`src/rtl/nibble_serial_adder_ctrl_pkg.sv`:
```
// rtl/nibble_serial_adder_ctrl_pkg.sv - shared state encoding and nibble width
package nibble_serial_adder_ctrl_pkg;

  localparam int NIBBLE_W = 4;

  typedef enum logic [1:0] {
    IDLE = 2'd0,
    RUN  = 2'd1,
    DONE = 2'd2
  } state_t;

endpackage

```
`src/rtl/nibble_serial_adder_ctrl_rca4.sv`:
```
// rtl/nibble_serial_adder_ctrl_rca4.sv - 4-bit ripple-carry adder datapath
module nibble_serial_adder_ctrl_rca4
  import nibble_serial_adder_ctrl_pkg::*;
(
  input  logic [NIBBLE_W-1:0] a,
  input  logic [NIBBLE_W-1:0] b,
  input  logic                cin,
  output logic [NIBBLE_W-1:0] sum,
  output logic                cout
);

  logic [NIBBLE_W:0] c;

  assign c[0] = cin;

  // one full adder per bit, carry rippling upward
  for (genvar i = 0; i < NIBBLE_W; i++) begin : g_fa
    assign sum[i]   = a[i] ^ b[i] ^ c[i];
    assign c[i+1]   = (a[i] & b[i]) | (c[i] & (a[i] ^ b[i]));
  end

  assign cout = c[NIBBLE_W];

endmodule

```
`src/rtl/nibble_serial_adder_ctrl.sv`:
```
// rtl/nibble_serial_adder_ctrl.sv - WIDTH-bit adder sequenced one nibble per cycle over a shared rca4
module nibble_serial_adder_ctrl
  import nibble_serial_adder_ctrl_pkg::*;
#(
  parameter int WIDTH = 16
) (
  input  logic             clk,
  input  logic             rst_n,
  input  logic             start,
  input  logic [WIDTH-1:0] a,
  input  logic [WIDTH-1:0] b,
  input  logic             cin,
  output logic             busy,
  output logic             done,
  output logic [WIDTH-1:0] sum,
  output logic             cout
);

  localparam int NIB = WIDTH / NIBBLE_W;
  localparam int CW  = $clog2(NIB);

  state_t              state;
  logic [WIDTH-1:0]    a_sh;
  logic [WIDTH-1:0]    b_sh;
  logic                carry;
  logic [CW-1:0]       cnt;
  logic [NIBBLE_W-1:0] nib_sum;
  logic                nib_cout;

  // the single shared nibble adder works on the low nibbles of the shift registers
  nibble_serial_adder_ctrl_rca4 u_rca4 (
    .a    (a_sh[NIBBLE_W-1:0]),
    .b    (b_sh[NIBBLE_W-1:0]),
    .cin  (carry),
    .sum  (nib_sum),
    .cout (nib_cout)
  );

  // sequencer: capture operands, step one nibble per edge, pulse done at the end
  always_ff @(posedge clk or negedge rst_n) begin
    if (!rst_n) begin
      state <= IDLE;
      busy  <= 1'b0;
      done  <= 1'b0;
      sum   <= '0;
      cout  <= 1'b0;
      a_sh  <= '0;
      b_sh  <= '0;
      carry <= 1'b0;
      cnt   <= '0;
    end else begin
      case (state)
        IDLE, DONE: begin
          done <= 1'b0;
          if (start) begin
            a_sh  <= a;
            b_sh  <= b;
            carry <= cin;
            cnt   <= '0;
            busy  <= 1'b1;
            state <= RUN;
          end else begin
            state <= IDLE;
          end
        end
        RUN: begin
          sum   <= {nib_sum, sum[WIDTH-1:NIBBLE_W]};
          carry <= nib_cout;
          a_sh  <= a_sh >> NIBBLE_W;
          b_sh  <= b_sh >> NIBBLE_W;
          cnt   <= cnt + CW'(1);
          if (cnt == CW'(NIB - 1)) begin
            cout  <= nib_cout;
            busy  <= 1'b0;
            done  <= 1'b1;
            state <= DONE;
          end
        end
        default: begin
          busy  <= 1'b0;
          done  <= 1'b0;
          state <= IDLE;
        end
      endcase
    end
  end

endmodule

```
`config.mk`:
```
export PLATFORM = sky130hd
export DESIGN_NAME = nibble_serial_adder_ctrl
export DESIGN_NICKNAME = d
export VERILOG_FILES = /design/src/rtl/nibble_serial_adder_ctrl_pkg.sv /design/src/rtl/nibble_serial_adder_ctrl_rca4.sv /design/src/rtl/nibble_serial_adder_ctrl.sv
export SDC_FILE = /design/constraint.sdc
export NUM_CORES = 1
export LEC_CHECK = 0
export ABC_AREA = 0
export ABC_CLOCK_PERIOD_IN_PS = 2440
export CORE_MARGIN = 5
export CORE_UTILIZATION = 51
export DETAILED_ROUTE_END_ITERATION = 16
export GPL_TIMING_DRIVEN = 0
export HOLD_SLACK_MARGIN = 0.03
export PLACE_DENSITY_LB_ADDON = 0.1
export SYNTH_ARGS = -nofsm -noshare
export SYNTH_HDL_FRONTEND = slang
export SYNTH_SLANG_ARGS = --single-unit
```
`constraint.sdc`:
```
create_clock -name clk -period 2.44 [get_ports clk]
set_input_delay 0.366 -clock clk [delete_from_list [all_inputs] [get_ports clk]]
set_output_delay 0.366 -clock clk [all_outputs]
set_load 0.01 [all_outputs]
```
==> results of run 1 <==
-- registers in the layout, summed over array words and instances, names as in the netlist --
signal,flops
carry,1
cnt,2
done,1
state,1
sum,16
a_sh,16
cout,1
b_sh,16
busy,1
-- layer usage --
| metal | up-vias | track usage | share of wire |
|---|---|---|---|
| li1 | 936 | - | - |
| met1 | 934 | 0.263 | 0.46 |
| met2 | 37 | 0.312 | 0.48 |
| met3 | 7 | 0.0369 | 0.044 |
| met4 | 0 | 0.0637 | 0.017 |
| met5 | - | 0 | 0 |
-- report_power, final --
group	internal, uW	switching [uW]	leakage, uW
Clock	207	314	0.0000485
Combinational	1210	978	0.000759
Sequential	1360	306	0.000666
Total	2770	1600	0.00147
-- per-stage QoR --
step / std cells / area, um2 / util
finish: 367 / 3430 / 0.672
global route: 367 / 3430 / 0.672
CTS: 367 / 3430 / 0.672
detailed placement: 358 / 3330 / 0.652
global placement: 357 / 3320 / 0.649
floorplan: 233 / 2690 / -
-- cell usage in the layout (no fill, tap or decap), types with 6 or more instances in the layout --
master / n
nor2b_1: 18
dfrtp_1: 55
nand3_1: 6
mux2i_1: 21
clkdlybuf4s50_1: 53
a211oi_1: 17
mux2_4: 6
a21oi_1: 25
buf_2: 6
o21ai_0: 10
o22ai_1: 7
mux2_2: 9
nand2_1: 6
inv_1: 16
-- worst max-delay path: stages, from the launching register on --
cell and delay, ps:
dfrtp_1 430, fa_1 420, inv_1 70, fa_1 160
inv_1 50, fa_1 340, inv_1 70, fa_1 410
o21ai_0 160
-- final timing paths --
kind / from / end / cells after the start
min: rst_n / sum[1] / 2
min reg2reg: cout / cout / 2
max: a_sh[0] / sum[15] / 8
max in group asynchronous: rst_n / a_sh[14] / 3
min in group clk: cout / cout / 2
max reg2reg: a_sh[0] / sum[15] / 8
-- cells by family (layout without fill, tap and decap cells) --
kind of cell,Yosys count,in the layout,share of synthesized area
AOI/OAI and AO/OA,64,64,0.146
DFF,55,55,0.512
and+or+nand+nor,39,39,0.0847
muxes,36,36,0.149
buffers and inverters,34,98,0.0740
adders and majority gates,5,5,0.0344
-- layout make-up --
cell class | count | area [um2] | share of cell area
multi-input cells | 144 | 1110 | 0.324
flip-flops and latches | 55 | 1380 | 0.401
clock inverters | 3 | 22.5 | 0.00656
clock buffers | 5 | 68.8 | 0.0200
plain buffers | 18 | 139 | 0.0405
well taps | 70 | 87.6 | 0.0255
inverters | 16 | 60.1 | 0.0175
repair buffers | 56 | 566 | 0.165
==> summary.md, run 1 <==
| Metric | Value |
|---|---|
| # setup viols final | 0 |
| Pwr dens | 1270 mW/mm2 |
| Postcts setup bufs | 0 |
| Final HPWL DP | 4240 um |
| Core ar. | 0.00511 mm2 |
| Number of enable flip-flop cells after synthesis | 0 |
| Cell taking the most area after synthesis | dfrtp_1 |
| Area delta synth->final | 27.7% |
| CTS tree | built |
| Most common cell in the netlist | dfrtp_1 |
| Setup TNS | 0 ps |
| Top post-synthesis cells by area | dfrtp_1, mux2i_1, a211oi_1 |
| Die Wd | 82.6 um |
| Startpoint Class | register |
| TritonRoute pass-1 iters | 4 |
| Cell count after synthesis | 233 |
| # rows | 26 |
| RSZ-0062 raised after global routing | no |
| First-pass GRT wire length | 9900 um |
| Setup Crit Path Kind | register to register |
| Clk buf depth | 2 |
| Starting density of the core | 0.526 |
| Slew HR | 0.646 |
| Tcrit/Tclk final | 0.897 |
| Syn. warnings | 0 |
| PortBufs | 54 |
| Congestion Overflow GR | 0 |
| Vias in the first global route | 2049 |
| Total Routed Length | 5830 um |
| Peak fanout along the critical path | 3 |
| Initial drt markers | 102 |
| Clk Latency, worst-skew pair | 310 ps |
| Hold Path Class | input port to asynchronous set/reset pin |
| Run status | complete, no violations |
| H-tree lvl count | 2 |
| Worst slew pin tran | 531 ps |
| Fill count | 446 |
| Initial antenna violation count | 0 |
| CP required | 2680 ps |
| Sequential area share after synthesis | 0.512 |
| DRC violations left | 0 |
| Syn_area_per_cell | 11.5 um2 |
| DIE AREA | 0.00682 mm2 |
| Final WS setup | 252 ps |
| Post-cts gate resize count | 0 |
| # hold bufs at CTS | 1 |
| Synth top area share | 0.512 |
| DR WL/cell | 15.9 um |
| R2r setup slk | 250 ps |
| Most used DFF post-synth | dfrtp_1 |
| Ys async rst share | 1.00 |
| Post-synth cell types | 25 |
| Synth top cells by count | dfrtp_1, a21oi_1, mux2i_1 |
| Post-DR vias/cell | 5.22 |
| Yosys reg bits | 55 |
| Ant diodes | 0 |
| Final Power | 4370 uW |
| Post-DRT Antenna Nets | 0 |
| Total track usage | 0.194 |
| Netlist Area Pre-Place | 0.00269 mm2 |
| Clock sink count | 55 |
| Root buffer cell | clkbuf_8 |
| Synthesized Nets | 274 |
| Largest net degree at the start of global routing | 39 |
| DR vias | 1914 |
| GP Congestion | 0.768 |
| Fin Hold WS | 504 ps |
| Max-slew violation count | 0 |
| CTS Buf Count | 5 |
| Crit path DAT | 2430 ps |
| Max Cap Viol | 0 |
| Hold Fails Final Rpt | 0 |
| Final Skew | 7.94 ps |
| LEAKAGE | 0.00147 uW |
| Nets@finish | 337 |
| Share of cells above drive strength 1 | 0.141 |
| # IOs | 55 |
| Die Y | 82.6 um |
| Crit end category | register |
| Min Tclk post-route | 2190 ps |
| Maximum VDD drop | 0.000645 V |
| Clock slew seen by the registers of the worst setup and hold paths | 110 ps |
| Pre-CTS setup slack | 269 ps |
| Fmax | 457 MHz |
Note: power is estimated with default switching activity, not from simulation.
==> run 2: changes to the inputs <==
--- a/config.mk
+++ b/config.mk
@@ -10,6 +10,7 @@
 export CORE_MARGIN = 5
 export CORE_UTILIZATION = 51
 export DETAILED_ROUTE_END_ITERATION = 16
+export GPL_ROUTABILITY_DRIVEN = 0
 export GPL_TIMING_DRIVEN = 0
 export HOLD_SLACK_MARGIN = 0.03
 export PLACE_DENSITY_LB_ADDON = 0.1
==> results of run 2 <==
No change in the layout: final DEF, timing and power equal those of run 1.
